File: config.mk
export PLATFORM = sky130hd
export DESIGN_NAME = seg_display_capture_flat
export DESIGN_NICKNAME = d
export VERILOG_FILES = /design/src/rtl/seg_display_capture_if.sv /design/src/rtl/seg_display_capture.sv /design/src/flat_wrapper.sv
export SDC_FILE = /design/constraint.sdc
export NUM_CORES = 1
export LEC_CHECK = 0
export BUFFER_PORTS_ARGS = -buffer_cell sky130_fd_sc_hd__clkbuf_2
export CORE_ASPECT_RATIO = 0.75
export CORE_MARGIN = 3
export CORE_UTILIZATION = 61
export CTS_CLUSTER_DIAMETER = 40
export DETAILED_ROUTE_END_ITERATION = 8
export PLACE_DENSITY = 0.88
export SYNTH_ARGS = -nofsm -noshare
export SYNTH_HDL_FRONTEND = slang
export SYNTH_SLANG_ARGS = --single-unit
File: constraint.sdc
create_clock -name clk -period 6.5 [get_ports clk]
set_clock_uncertainty 0.05 [all_clocks]
set_input_delay 0.65 -clock clk [delete_from_list [all_inputs] [get_ports clk]]
set_output_delay 0.65 -clock clk [all_outputs]
set_load 0.05 [all_outputs]
File: src/rtl/seg_display_capture_if.sv
// Bus bundle for the seven-segment capture block: scanned display lines in,
// rebuilt characters and status strobes out.
interface seg_display_capture_if;
    logic [7:0] segments;
    logic [3:0] digit_select;
    logic [7:0] char0;
    logic [7:0] char1;
    logic [7:0] char2;
    logic [7:0] char3;
    logic [3:0] char_valid;
    logic       frame_done;
    logic       changed;
    logic       timeout;

    modport slave (
        input  segments, digit_select,
        output char0, char1, char2, char3, char_valid, frame_done, changed, timeout
    );

    modport master (
        output segments, digit_select,
        input  char0, char1, char2, char3, char_valid, frame_done, changed, timeout
    );
endinterface

File: src/rtl/seg_display_capture.sv
// Rebuilds four ASCII chars from a scanned 7-seg bus; a pair commits STABLE_CNT
// edges after it is registered. Pure observer: no backpressure to the display side.
module seg_display_capture #(
    parameter int unsigned STABLE_CNT = 1,
    parameter int unsigned TIMEOUT    = 1024
) (
    input logic                  clk,
    input logic                  rst,
    seg_display_capture_if.slave bus
);
    localparam int unsigned    TW      = $clog2(TIMEOUT + 1);
    localparam logic [TW-1:0]  T_LIM   = TW'(TIMEOUT);
    localparam logic [7:0]     RUN_LIM = 8'(STABLE_CNT);

    typedef enum logic [1:0] {IDLE, TRACK, HELD} state_t;

    state_t            state_q, state_d;
    logic [7:0]        seg_q;
    logic [3:0]        sel_q;
    logic [11:0]       prev_q;
    logic [7:0]        run_q, run_d;
    logic [TW-1:0]     tcnt_q, tcnt_d;
    logic [3:0][7:0]   char_q, char_d;
    logic [3:0]        valid_q, valid_d;
    logic [3:0]        seen_q, seen_d;
    logic              frame_q, frame_d;
    logic              changed_q, changed_d;
    logic              timeout_q, timeout_d;
    logic              sel_ok;
    logic [1:0]        idx;
    logic              commit;
    logic [7:0]        dec;

    function automatic logic [7:0] decode(input logic [7:0] s);
        case (s)
            8'hC0: decode = 8'h30;  8'hF9: decode = 8'h31;
            8'hA4: decode = 8'h32;  8'hB0: decode = 8'h33;
            8'h99: decode = 8'h34;  8'h92: decode = 8'h35;
            8'h82: decode = 8'h36;  8'hF8: decode = 8'h37;
            8'h80: decode = 8'h38;  8'h98: decode = 8'h39;
            8'h88: decode = 8'h41;  8'h83: decode = 8'h42;
            8'hC6: decode = 8'h43;  8'hA1: decode = 8'h44;
            8'h86: decode = 8'h45;  8'h8E: decode = 8'h46;
            8'h89: decode = 8'h48;  8'h8B: decode = 8'h68;
            8'hCF: decode = 8'h49;  8'hF1: decode = 8'h4A;
            8'hC7: decode = 8'h4C;  8'hC8: decode = 8'h4E;
            8'h8C: decode = 8'h50;  8'h40: decode = 8'h51;
            8'h8F: decode = 8'h54;  8'hC1: decode = 8'h55;
            8'h91: decode = 8'h59;  8'hBF: decode = 8'h2D;
            8'hFF: decode = 8'h20;  8'h7F: decode = 8'h2E;
            8'h79: decode = 8'h21;
            default: decode = 8'h3F;
        endcase
    endfunction

    always_comb begin
        sel_ok = 1'b1;
        idx    = 2'd0;
        case (sel_q)
            4'b1110: idx = 2'd0;
            4'b1101: idx = 2'd1;
            4'b1011: idx = 2'd2;
            4'b0111: idx = 2'd3;
            default: sel_ok = 1'b0;
        endcase
    end

    // Glitch filter: a pair must repeat RUN_LIM registered samples before it commits.
    always_comb begin
        state_d = state_q;
        run_d   = run_q;
        commit  = 1'b0;
        if (!sel_ok) begin
            state_d = IDLE;
            run_d   = 8'd0;
        end else begin
            if (state_q == IDLE || {sel_q, seg_q} != prev_q) begin
                state_d = TRACK;
                run_d   = 8'd1;
            end else if (state_q == TRACK) begin
                run_d = run_q + 8'd1;
            end
            if (state_d == TRACK && run_d == RUN_LIM) begin
                commit  = 1'b1;
                state_d = HELD;
            end
        end
    end

    always_comb begin
        dec       = decode(seg_q);
        char_d    = char_q;
        valid_d   = valid_q;
        frame_d   = (seen_q == 4'hF);
        seen_d    = (seen_q == 4'hF) ? 4'h0 : seen_q;
        changed_d = 1'b0;
        tcnt_d    = tcnt_q;
        timeout_d = timeout_q;
        if (commit) begin
            changed_d      = (dec != char_q[idx]);
            char_d[idx]    = dec;
            valid_d[idx]   = 1'b1;
            seen_d[idx]    = 1'b1;
            tcnt_d         = '0;
            timeout_d      = 1'b0;
        end else if (tcnt_q != T_LIM) begin
            tcnt_d = tcnt_q + TW'(1);
            // Loss of scan invalidates everything but keeps the last chars visible.
            if (tcnt_d == T_LIM) begin
                timeout_d = 1'b1;
                valid_d   = 4'h0;
                seen_d    = 4'h0;
            end
        end
    end

    always_ff @(posedge clk) begin
        if (!rst) begin
            state_q   <= IDLE;
            seg_q     <= 8'h00;
            sel_q     <= 4'h0;
            prev_q    <= 12'h000;
            run_q     <= 8'd0;
            tcnt_q    <= '0;
            char_q    <= {4{8'h20}};
            valid_q   <= 4'h0;
            seen_q    <= 4'h0;
            frame_q   <= 1'b0;
            changed_q <= 1'b0;
            timeout_q <= 1'b0;
        end else begin
            state_q   <= state_d;
            seg_q     <= bus.segments;
            sel_q     <= bus.digit_select;
            prev_q    <= {sel_q, seg_q};
            run_q     <= run_d;
            tcnt_q    <= tcnt_d;
            char_q    <= char_d;
            valid_q   <= valid_d;
            seen_q    <= seen_d;
            frame_q   <= frame_d;
            changed_q <= changed_d;
            timeout_q <= timeout_d;
        end
    end

    assign bus.char0      = char_q[0];
    assign bus.char1      = char_q[1];
    assign bus.char2      = char_q[2];
    assign bus.char3      = char_q[3];
    assign bus.char_valid = valid_q;
    assign bus.frame_done = frame_q;
    assign bus.changed    = changed_q;
    assign bus.timeout    = timeout_q;
endmodule
File: src/flat_wrapper.sv
// flat-port wrapper written by rule: the top's interface ports become plain ports
module seg_display_capture_flat 
#(
    parameter int unsigned STABLE_CNT = 1,
    parameter int unsigned TIMEOUT    = 1024
)
  (clk, rst, bus_segments, bus_digit_select, bus_char0, bus_char1, bus_char2, bus_char3, bus_char_valid, bus_frame_done, bus_changed, bus_timeout);
  seg_display_capture_if bus_i ();
  input logic clk;
  input logic rst;
  input wire logic [$bits(bus_i.segments)-1:0] bus_segments;
  input wire logic [$bits(bus_i.digit_select)-1:0] bus_digit_select;
  output wire logic [$bits(bus_i.char0)-1:0] bus_char0;
  output wire logic [$bits(bus_i.char1)-1:0] bus_char1;
  output wire logic [$bits(bus_i.char2)-1:0] bus_char2;
  output wire logic [$bits(bus_i.char3)-1:0] bus_char3;
  output wire logic [$bits(bus_i.char_valid)-1:0] bus_char_valid;
  output wire logic [$bits(bus_i.frame_done)-1:0] bus_frame_done;
  output wire logic [$bits(bus_i.changed)-1:0] bus_changed;
  output wire logic [$bits(bus_i.timeout)-1:0] bus_timeout;
  assign bus_i.segments = bus_segments;
  assign bus_i.digit_select = bus_digit_select;
  assign bus_char0 = bus_i.char0;
  assign bus_char1 = bus_i.char1;
  assign bus_char2 = bus_i.char2;
  assign bus_char3 = bus_i.char3;
  assign bus_char_valid = bus_i.char_valid;
  assign bus_frame_done = bus_i.frame_done;
  assign bus_changed = bus_i.changed;
  assign bus_timeout = bus_i.timeout;
  seg_display_capture #(.STABLE_CNT(STABLE_CNT), .TIMEOUT(TIMEOUT)) u_core (.clk(clk), .rst(rst), .bus(bus_i));
endmodule
# Yosys cells after proc, flatten, opt, wreduce, memory -nomap -nowiden
# Cells that the tools add are included.
[totals] regBits=88 input_bits=14 out_inout_bits=39 elab_cells=105
[classes] add_sub_neg=2 magnitude_cmp=2 eq_ne=43 muxes=25 bitwise_logic=4 reduce_logical=13
[ops] operator="== test 8 bit, second input constant" count=28
[ops] operator="one-hot mux 7 bit (31 select lines)" count=1
[ops] operator="2-to-1 mux 8 bit" count=5
[ops] operator="bitwise mux 32 bit" count=1
[ops] operator="2-to-1 mux 4 bit" count=7
[ops] operator="== test 8 x 7 -> 1 bit, second input constant" count=3
[ops] operator="binary-select mux 8 bit (select 2 bit)" count=1
[ops] operator="demux 8 bit (select 2 bit)" count=1
[ops] operator="== test 4 bit, second input constant" count=4
[ops] operator="!= test 12 bit" count=1
[ops] operator="adder 11 x 1 -> 11 bit, second input constant" count=1
[ops] operator="== test 11 bit, second input constant" count=1
[ops] operator="!= test 11 bit, second input constant" count=1
[ops] operator="adder 8 x 1 -> 8 bit, second input constant" count=1
[ops] operator="== test 8 x 1 -> 1 bit, second input constant" count=1
[ops] operator="!= test 7 x 8 -> 1 bit" count=1
[ops] operator="bitwise OR 4 bit" count=2
[ops] operator="AND reduction 2 bit" count=4
[ops] operator="2-to-1 mux 2 bit" count=3
[ops] operator="one-hot mux 2 bit (3 select lines)" count=1
[ops] operator="== test 2 x 1 -> 1 bit, second input constant" count=2
[ops] operator="== test 4 x 3 -> 1 bit, second input constant" count=1
[ops] operator="2-to-1 mux 1 bit" count=4
[ops] operator="nonzero test 2 bit" count=2
[ops] operator="10 further kinds" count=12

# Longest topological paths before layout
# Gate-level depths: netlist of the first run.
[depth] ltp_word=10 ltp_mapped=11 depth_no_buf=9

# Worst setup path before layout of the first run
# OpenSTA, ideal clock, no wires.
[synth_timing] path_type="reg-to-reg" start="register u_core.seg_q[7]" end="register u_core.changed_q (netlist: u_core.bus.changed)" setup_time_ps=133 t_arrival_ps=2361 t_required_ps=6317 slack_ps=3956 stages_incl_launch_ff=12 n_path_buf=3 synth_period_minus_slack_ps=2544 cell_sequence="dfxtp_1 > buf_4 > or4b_4 > a211oi_1 > o21ba_1 > nor4bb_1 > buf_6 > or2_1 > buf_6 > xnor2_1 > nor4_1 > a311oi_1"
[synth_via] elab_chain_cells=9 word_cells_on_any_way=45 classes_between="eq/ne: 35; mux: 7; reduce/logical: 3"
[synth_rtl] item="start, declared" line="seg_display_capture.sv:18" text="logic [7:0] seg_q;"
[synth_rtl] item="start signal, assigned" line="seg_display_capture.sv:133" text="seg_q <= bus.segments;"
[synth_rtl] item="!= test 12 bit" line="seg_display_capture.sv:77" text="if (state_q == IDLE || {sel_q, seg_q} != prev_q) begin"
[synth_rtl] item="logical OR 1 bit" line="seg_display_capture.sv:77"
[synth_rtl] item="2-to-1 mux 8 bit / 2-to-1 mux 2 bit (equally long branches)" line="seg_display_capture.sv:77"
[synth_rtl] item="2-to-1 mux 8 bit / 2-to-1 mux 2 bit (equally long branches)" line="seg_display_capture.sv:73" text="if (!sel_ok) begin"
[synth_rtl] item="== test 8 x 1 -> 1 bit / == test 2 x 1 -> 1 bit (equally long branches)" line="seg_display_capture.sv:83" text="if (state_d == TRACK && run_d == RUN_LIM) begin"
[synth_rtl] item="logical AND 1 bit" line="seg_display_capture.sv:83"
[synth_rtl] item="2-to-1 mux 1 bit" line="seg_display_capture.sv:83"
[synth_rtl] item="2-to-1 mux 1 bit" line="seg_display_capture.sv:73"
[synth_rtl] item="AND reduction 2 bit (no source line)"
[synth_rtl] item="end signal, assigned" line="seg_display_capture.sv:142" text="changed_q <= changed_d;"
[synth_rtl] item="end, declared" line="seg_display_capture.sv:27" text="logic changed_q, changed_d;"
# Several ways; a longest one is shown, not always the timed one. The select of a mux whose other input is x is not followed.
# A chain may end at the register's enable or synchronous reset.

# Worst setup path after layout of the first run
# Ends and elaborated chain as after synthesis.

==> flow_summary.yaml, run 1 <==
synthesis:
  synth_top_area_frac: 0.381
  ys_seq_area_frac: 0.381
  ys_types: 60
  synth_seq_cells: 84
  ys_top_cells_by_area: "dfxtp_1 38%, nor2_1 7.2%, xnor2_1 5.7%, mux2i_1 5.7%, and2_1 3.7%"
  synthFlopType: "dfxtp_1"
  syn_avg_cell_area_um2: 8.45
  synth_top_area_cell: "dfxtp_1"
  syn-instance-count: 523
  ys_warn_count: 0
  synth_edf_count: 0
  yosysMostFrequentCell: "nor2_1"
  async_flop_share: 0
  synthTopCellsByCount: "85 x nor2_1, 84 x dfxtp_1, 29 x xnor2_1"
  syn_area_um2: 4420
die:
  fp.dieH_um: 79.7
  fp-row-count: 26
  initial_core_util: 0.638
  fp.dieW_um: 104
  die_area_um2: 8310
  io_pins: 53
  coreArea_um2: 6930
clocking:
  postCtsSetupBuffers: 0
  cts_root_buf: "clkbuf_8"
  clk_path_buf_depth: 2
  ctsResizeCount: 0
  tritoncts: "yes"
  numCtsBuffers: 9
  cts.clk_slew.worst_paths_ps: 100
  hold_buffers: 0
  cts_num_sinks: 84
  clk_latency_ps: 380
  htreeDepth: 3
cells_and_area:
  nFillCells: 605
  regArea_um2: 1680
  area_growth_pct: 7.93
  diodes: 0
  multi_input_area_um2: 2500
  nNetsFinal: 562
  drive_above_1_share: 0.128
  fin_cells: 647
timing:
  worst_slew_pin_slew_ps: 956
  fin_crit_ps: 3620
  tns_ps: 0
  hold_viol: 0
  fin_crit_sh: 0.557
  slew_headroom: 0.360
  rsz0062_at_grt: "false"
  max_freq_ghz: 0.276
  drv_slew: 0
  finalSetupViolCount: 0
worst_setup_path:
  path_class: "reg2reg"
  cp-start-kind: "register"
  end_kind: "register"
  r2r_slack_ps: 2880
  critPathRequiredTime_ps: 6740
  cp_max_fo: 17
  crit_chain: "or4b_4, a211oi_1, o21ba_1, nor4bb_1, buf_4, a21oi_1, nand3_1, xnor2_1, a311oi_1"
  crit_path_max_incr_delay_ps: 660
  slowest_stage: "a21oi_1"
  cp.arrival_ps: 3860
worst_hold_path:
  hold_class: "in2reg"
placed_design:
  place_inst: 631
  hpwl_um: 7810
  gp_congestion: 0.969
  port_buffers: 48
global_routing:
  grt_pass1_wl_um: 17900
  grt_pass1_vias: 3581
  antenna_found_initial: 0
  grt_usage: 0.270
  overflow: 0
  grt_max_degree: 31
drt:
  ant_nets: 0
  wl_um: 10800
  wl_per_cell_um: 16.8
  drc_errors: 0
  vias_per_cell: 6.14
  drt_iter0_markers: 390
  dr.pass1.iters: 5
  vias: 3971
power_and_ir_drop:
  leakage_nw: 1.75
  power_density_nw_per_um2: 206
  p_total_w: 0.000984
  irDropWorstVdd_mv: 0.164
run_status:
  status: "finished clean"
job:
  cap_violations: 0
-- critical path: cells and delay by family, from the launching register on --
kind                      cells  cell delay (ps)
AOI/OAI and AO/OA             4             1350
and+or+nand+nor               3             1080
DFF                           1              650
xor gates and xnor gates      1              230
buffers and inverters         1              180
-- report_power, final --
part / internal, W / total (W) / switching [W]
Sequential: 0.000524 / 0.000547 / 0.0000230
Clock: 0.000145 / 0.000354 / 0.000209
Combinational: 0.0000336 / 0.0000828 / 0.0000492
-- cell families after synthesis --
group / count (synthesis) / share of synthesized area
adder cells (fa/ha/maj): 4 / 0.0113
buffers and inverters: 51 / 0.0561
other: 1 / 0.000849
multiplexers: 25 / 0.0566
flip-flops: 84 / 0.381
XOR/XNOR: 36 / 0.0714
AO/OA/AOI/OAI: 86 / 0.139
AND/OR/NAND/NOR: 236 / 0.284
-- metrics by stage --
step / hold WS (ps) / util / area, µm² / setup WS, ps
after floorplan: 407 / - / 4430 / 3960
after global placement: 406 / 0.662 / 4590 / 3090
after detailed placement: 416 / 0.662 / 4590 / 2970
after CTS: 417 / 0.688 / 4770 / 2960
after global routing: 409 / 0.688 / 4770 / 2610
final: 425 / 0.688 / 4770 / 2880
-- layer usage --
metal  global-route usage  wire length (µm)
met4               0.0757               187
met2                0.412              4720
met1                0.371              4990
met5                    0                 0
met3               0.0808               942
-- final cells by class --
cell class                      count  share of cell area
Clock buffer                        9              0.0260
Timing Repair Buffer               49              0.0520
Multi-Input combinational cell    391               0.524
Clock inverter                      7              0.0123
Tap cell                           98              0.0257
Inverter                            9             0.00708
Sequential cell                    84               0.353
-- path summary, 6_finish.rpt --
kind,to,from,cells past startpoint
worst min register to register,u_core.bus.timeout,u_core.bus.timeout,2
worst max register to register,u_core.bus.changed,u_core.seg_q[7],9
worst max-delay path,u_core.bus.changed,u_core.seg_q[7],9
worst min-delay path,u_core.seg_q[0],bus_segments[0],2
-- cell usage in the layout (no fill, tap or decap), types with 6 or more instances in the layout --
master,synthesis,routed
nor4_1,7,7
nor2b_1,7,7
a22oi_1,8,8
xor2_1,7,7
xnor2_1,29,29
clkbuf_2,0,48
dfxtp_1,84,84
a21oi_1,17,17
mux2i_1,25,25
inv_1,9,9
and4b_1,6,6
nor2_1,85,85
a311oi_1,9,9
and3_1,8,8
a211oi_1,7,7
o21ai_0,11,11
and2_1,26,26
nand4_1,11,11
nor3_1,16,16
clkbuf_8,0,9
nand2_1,22,22
nand3_1,11,11
-- state kept, by name (all words and copies together), names as in the netlist --
register               count
u_core.bus.changed         1
u_core.bus.char0           7
u_core.bus.char1           7
u_core.bus.char2           7
u_core.bus.char3           7
u_core.bus.char_valid      4
u_core.bus.frame_done      1
u_core.bus.timeout         1
u_core.prev_q             12
u_core.run_q               8
u_core.seen_q              4
u_core.seg_q               8
u_core.sel_q               4
u_core.state_q             2
u_core.tcnt_q             11
Power figures use the tool's default switching activity.
==> run 2: changes to the inputs <==
--- a/config.mk
+++ b/config.mk
@@ -8,10 +8,10 @@
 export BUFFER_PORTS_ARGS = -buffer_cell sky130_fd_sc_hd__clkbuf_2
 export CORE_ASPECT_RATIO = 0.75
 export CORE_MARGIN = 3
-export CORE_UTILIZATION = 61
+export CORE_UTILIZATION = 58
 export CTS_CLUSTER_DIAMETER = 40
 export DETAILED_ROUTE_END_ITERATION = 8
-export PLACE_DENSITY = 0.88
+export PLACE_DENSITY = 0.85
 export SYNTH_ARGS = -nofsm -noshare
 export SYNTH_HDL_FRONTEND = slang
 export SYNTH_SLANG_ARGS = --single-unit
==> constraint.sdc (replaced) <==
create_clock -name clk -period 3.5 [get_ports clk]
set_clock_uncertainty 0.05 [all_clocks]
set_input_delay 0.35 -clock clk [delete_from_list [all_inputs] [get_ports clk]]
set_output_delay 0.35 -clock clk [all_outputs]
set_load 0.05 [all_outputs]
==> run 2 against run 1 <==
Effect of this change:
- routed wire length is 1.1% higher
- critical path depth stayed put
- non-clock buffer count is 4 higher
- total power is 92% higher
- sequential power is 85% higher
- global-route usage is 0.95 points lower
- die area is 4.8% higher
- final cell count is 0.62% higher
- first-iteration DRC count is 8.7% lower
- critical endpoint unchanged
==> flow_summary.yaml, run 2 (same netlist as run 1, synthesis figures left out) <==
run_status:
  status: "finished clean"
clocking:
  htreeDepth: 3
  clk_path_buf_depth: 2
  cts_root_buf: "clkbuf_8"
  postCtsSetupBuffers: 0
  cts.clk_slew.worst_paths_ps: 100
  hold_buffers: 0
  numCtsBuffers: 9
  cts_num_sinks: 84
  clk_latency_ps: 370
  ctsResizeCount: 0
  tritoncts: "yes"
worst_hold_path:
  hold_class: "in2reg"
  worstHoldPathCells: 2
  holdPathEnd: "u_core.seg_q[5]"
  hold_start: "bus_segments[5]"
die:
  io_pins: 53
  fp.dieW_um: 107
  initial_core_util: 0.623
  fp-row-count: 26
  die_area_um2: 8710
  fp.dieH_um: 81.6
  coreArea_um2: 7090
global_routing:
  overflow: 0
  met2_usage: 0.412
  antenna_found_initial: 0
  grt_pass1_wl_um: 18000
  grt_usage: 0.260
  grtUsageMet3: 0.0778
  grt-busiest-layer: "met2"
  grtUsageMet1: 0.342
  grt_pass1_vias: 3689
  grt_max_degree: 31
timing:
  drv_slew: 0
  max_freq_ghz: 0.317
  finalSetupViolCount: 0
  slew_headroom: 0.382
  fin_crit_sh: 0.901
  fin_crit_ps: 3150
  hold_viol: 0
  worst_slew_pin_slew_ps: 926
  rsz0062_at_grt: "false"
  tns_ps: 0
placed_design:
  gp_congestion: 0.930
  hpwl_um: 7800
  place_inst: 635
  port_buffers: 48
power_and_ir_drop:
  power_density_nw_per_um2: 393
  leakage_nw: 1.78
  irDropWorstVdd_mv: 0.288
  p_total_w: 0.00189
drt:
  wl_per_cell_um: 16.8
  drc_errors: 0
  vias_per_cell: 6.13
  drt_iter0_markers: 356
  wl_um: 11000
  vias: 3990
  ant_nets: 0
  dr.pass1.iters: 5
cells_and_area:
  drive_above_1_share: 0.134
  area_growth_pct: 9.06
  final_cell_mix: "85 x nor2_1, 84 x dfxtp_1, 48 x clkbuf_2, 29 x xnor2_1, 26 x and2_1"
  largestRegisters: "u_core.prev_q: 12 flops, u_core.tcnt_q: 11 flops"
  mostFrequentLayoutCell: "nor2_1"
  largest_register: "u_core.prev_q"
  diodes: 0
  nNetsFinal: 566
  fin_cells: 651
  largest_register_ffs: 12
worst_setup_path:
  cp.arrival_ps: 3320
  r2r_cells: 9
  r2r_slack_ps: 350
  path_class: "reg2reg"
  critPathRequiredTime_ps: 3670
  reg2reg_to: "u_core.bus.changed"
  end_kind: "register"
  r2r_start: "u_core.seg_q[0]"
  cp-start-kind: "register"
  cp_max_fo: 24
job:
  cap_violations: 0
run 2: cell count changes in the layout (fill, tap and decap cells not counted):
cell,previous run,this run
buf_4,1,5
inv_6,1,4
inv_8,2,0
bufinv_16,0,1
clkinv_2,2,1
clkinv_4,2,1
run 2: worst max path at each step:
stage                               start            endpoint  slack, ps  cells after the start
final                     u_core.seg_q[0]  u_core.bus.changed        350                      9
after global routing      u_core.seg_q[7]  u_core.bus.changed        130                      9
after CTS                 u_core.seg_q[7]  u_core.bus.changed        380                      9
after detailed placement  u_core.seg_q[7]  u_core.bus.changed        380                      9
after global placement    u_core.seg_q[7]  u_core.bus.changed        580                      9
after floorplan           u_core.seg_q[7]  u_core.bus.changed        960                     11
run 2: layer usage:
| metal | wire length, µm | part of all wire |
|---|---|---|
| met2 | 4880 | 0.45 |
| met3 | 989 | 0.090 |
| met4 | 225 | 0.021 |
| met5 | 0 | 0 |
| met1 | 4860 | 0.44 |
run 2: critical path: stages, from the launching register on:
cell      delay [ps]
dfxtp_1          850
xnor2_1          180
a32oi_1          420
o21ba_1          240
nor4bb_1         290
buf_4            220
or2_1            210
xnor2_1          110
nor4_1           290
a311oi_1         130
run 2: area by class of cell:
type	count	area, µm²
Tap cell	98	123
Clock buffer	9	124
Timing Repair Buffer	53	278
Clock inverter	7	78.8
Inverter	9	33.8
Fill cell	585	2270
Sequential cell	84	1680
Multi-Input combinational cell	391	2500
run 2: power breakdown:
group	switching [W]	leakage, nW	internal [W]	total (W)
logic	0.0000955	0.994	0.0000642	0.000160
registers	0.0000410	0.683	0.000973	0.00101
clock network	0.000379	0.105	0.000340	0.000719
total	0.000516	1.78	0.00138	0.00189
run 2: stage by stage:
stage	worst slack, ps	util	cell area [µm²]	hold slack, ps
2_1_floorplan	956	-	4430	407
3_3_place_gp	577	0.651	4620	402
3_5_place_dp	382	0.651	4620	431
4_1_cts	377	0.679	4820	118
5_1_grt	133	0.679	4820	108
6_report	346	0.679	4820	129
==> run 3: changes to the inputs <==
--- a/config.mk
+++ b/config.mk
@@ -5,10 +5,11 @@
 export SDC_FILE = /design/constraint.sdc
 export NUM_CORES = 1
 export LEC_CHECK = 0
+export ABC_AREA = 1
 export BUFFER_PORTS_ARGS = -buffer_cell sky130_fd_sc_hd__clkbuf_2
 export CORE_ASPECT_RATIO = 0.75
 export CORE_MARGIN = 3
-export CORE_UTILIZATION = 58
+export CORE_UTILIZATION = 59
 export CTS_CLUSTER_DIAMETER = 40
 export DETAILED_ROUTE_END_ITERATION = 8
 export PLACE_DENSITY = 0.85
==> run 3 against run 2 <==
Effect of this change:
- fmax increased by 27%
- combinational power increased by 34%
- worst setup slack improved by 660 ps
- non-clock buffer count decreased by 3
- sequential cell count unchanged
- area after synthesis increased by 11%
- worst hold slack about the same
- sequential share of layout area decreased by 3.8 points
==> flow_summary.yaml, run 3 <==
run_status:
  status: "finished clean"
die:
  die_area_um2: 9470
  initial_core_util: 0.615
  coreArea_um2: 7990
  io_pins: 53
  fp.dieW_um: 111
  fp.dieH_um: 85.1
  fp-row-count: 28
cells_and_area:
  largestRegisters: "u_core.prev_q: 12 flops, u_core.tcnt_q: 11 flops"
  mostFrequentLayoutCell: "nand2_1"
  nNetsFinal: 858
  drive_above_1_share: 0.123
  nFillCells: 714
  final_cell_mix: "239 x nand2_1, 150 x inv_1, 123 x nor2_1, 84 x dfxtp_1, 48 x clkbuf_2"
  largest_register_ffs: 12
  regArea_um2: 1680
  diodes: 0
  largest_register: "u_core.prev_q"
  area_growth_pct: 9.88
  multi_input_area_um2: 2500
clocking:
  cts_root_buf: "clkbuf_8"
  htreeDepth: 3
  postCtsSetupBuffers: 0
  ctsResizeCount: 0
  cts_num_sinks: 84
  tritoncts: "yes"
  numCtsBuffers: 9
  clk_path_buf_depth: 2
  cts.clk_slew.worst_paths_ps: 80
  hold_buffers: 0
  clk_latency_ps: 360
synthesis:
  synthTopCellsByCount: "239 x nand2_1, 150 x inv_1, 123 x nor2_1"
  synth_seq_cells: 84
  syn_avg_cell_area_um2: 6.16
  synthFlopType: "dfxtp_1"
  synth_top_area_frac: 0.342
  ys_top_cells_by_area: "dfxtp_1 34%, nand2_1 18%, inv_1 11%, nor2_1 9.4%, nand4_1 4.3%"
  async_flop_share: 0
  yosysMostFrequentCell: "nand2_1"
  ys_warn_count: 0
  syn-instance-count: 798
  ys_types: 38
  syn_area_um2: 4920
  ys_seq_area_frac: 0.342
  synth_edf_count: 0
  synth_top_area_cell: "dfxtp_1"
placed_design:
  port_buffers: 48
  hpwl_um: 9110
  gp_congestion: 0.965
power_and_ir_drop:
  leakage_nw: 2.94
  irDropWorstVdd_mv: 0.236
  power_density_nw_per_um2: 375
global_routing:
  grt_pass1_wl_um: 20100
  overflow: 0
  grt_pass1_vias: 4424
  grt_max_degree: 31
  grt_usage: 0.256
  antenna_found_initial: 0
timing:
  tns_ps: 0
  whs_ps: 130
  drv_slew: 0
  rsz0062_at_grt: "false"
  finalSetupViolCount: 0
  slew_headroom: 0.634
  fin_crit_sh: 0.712
  max_freq_ghz: 0.401
  worst_slew_pin_slew_ps: 550
  hold_viol: 0
  fin_crit_ps: 2490
worst_setup_path:
  crit_path_max_incr_delay_ps: 380
  slowest_stage: "dfxtp_1"
  crit_top_cell: "nand2_1"
  cp_max_fo: 29
  critPathRequiredTime_ps: 3680
  endpoint: "u_core.bus.timeout"
  path_buf_inv: 2
  r2r_start: "u_core.run_q[2]"
  cp.arrival_ps: 2670
  crit_chain: "nand2_1, nor3_2, nand2_1, xor2_1, inv_1, o21ai_1, nand2_1, nor2_2, buf_4, nand2_1, nand2_1, a21oi_1"
  cpLargestDelayFamily: "simple AND/OR/NAND/NOR gates"
  crit_path_start: "u_core.run_q[2]"
  reg2reg_to: "u_core.bus.timeout"
  end_kind: "register"
  path_class: "reg2reg"
  path_depth: 12
  r2r_cells: 12
  cp-start-kind: "register"
  r2r_slack_ps: 1010
drt:
  drt_iter0_markers: 587
  wl_um: 11800
  drc_errors: 0
  ant_nets: 0
  vias_per_cell: 5.19
  dr.pass1.iters: 5
  wl_per_cell_um: 12.5
  vias: 4924
job:
  cap_violations: 0
worst_hold_path:
  hold_class: "in2reg"
## run 3: routing by layer
metal  part of all wire  vias to the layer above  global-route usage
met1               0.46                     2185               0.364
met4              0.019                        0              0.0796
li1                   -                     2495                   -
met5                  0                        -                   0
met3              0.085                       23              0.0542
met2               0.43                      221               0.391
## run 3: cells by family after synthesis
group	count (synthesis)	share of synthesized area
compound gates	40	0.0463
fa+ha+maj	4	0.0102
buf+inv	182	0.151
other cells	1	0.000763
flops	84	0.342
simple gates	471	0.421
xor+xnor	16	0.0285
## run 3: layout make-up
cell class | count | share of cell area
multi-input cells | 535 | 0.464
flip-flops and latches | 84 | 0.311
inverters | 160 | 0.112
repair buffers | 50 | 0.0473
well taps | 105 | 0.0243
clock buffers | 9 | 0.0229
clock inverters | 5 | 0.0190
## run 3: power breakdown
| part | internal (W) | leakage (nW) | total (W) | switching, W |
|---|---|---|---|---|
| clock network | 0.000465 | 0.111 | 0.000813 | 0.000348 |
| registers | 0.000976 | 0.683 | 0.000999 | 0.0000230 |
| logic | 0.0000599 | 2.15 | 0.000214 | 0.000154 |
| total | 0.00150 | 2.94 | 0.00203 | 0.000525 |
## run 3: how the worst min path moves through the flow
stage | start | endpoint | cells after the start
floorplan | u_core.sel_q[1] | u_core.prev_q[9] | 2
global placement | u_core.bus.timeout | u_core.bus.timeout | 2
detailed placement | u_core.bus.timeout | u_core.bus.timeout | 2
CTS | bus_digit_select[1] | u_core.sel_q[1] | 3
global route | bus_digit_select[2] | u_core.sel_q[2] | 3
finish | bus_digit_select[1] | u_core.sel_q[1] | 3
## run 3: worst register-to-register path, stage by stage (launching register included)
cell and delay [ps]:
dfxtp_1 380, nand2_1 80, nor3_2 290, nand2_1 110
xor2_1 240, inv_1 60, o21ai_1 120, nand2_1 80
nor2_2 110, buf_4 330, nand2_1 100, nand2_1 320
a21oi_1 80
## run 3: stage by stage
step | setup slack (ps) | total power [W] | instance area, µm² | util | cells
CTS | 1000 | 0.00203 | 5400 | 0.676 | 948
finish | 1010 | 0.00203 | 5400 | 0.676 | 948
global placement | 1100 | 0.00123 | 5170 | 0.648 | 934
floorplan | 1570 | 0.00119 | 4930 | - | 801
detailed placement | 1040 | 0.00123 | 5170 | 0.648 | 934
global route | 677 | 0.00210 | 5400 | 0.676 | 948
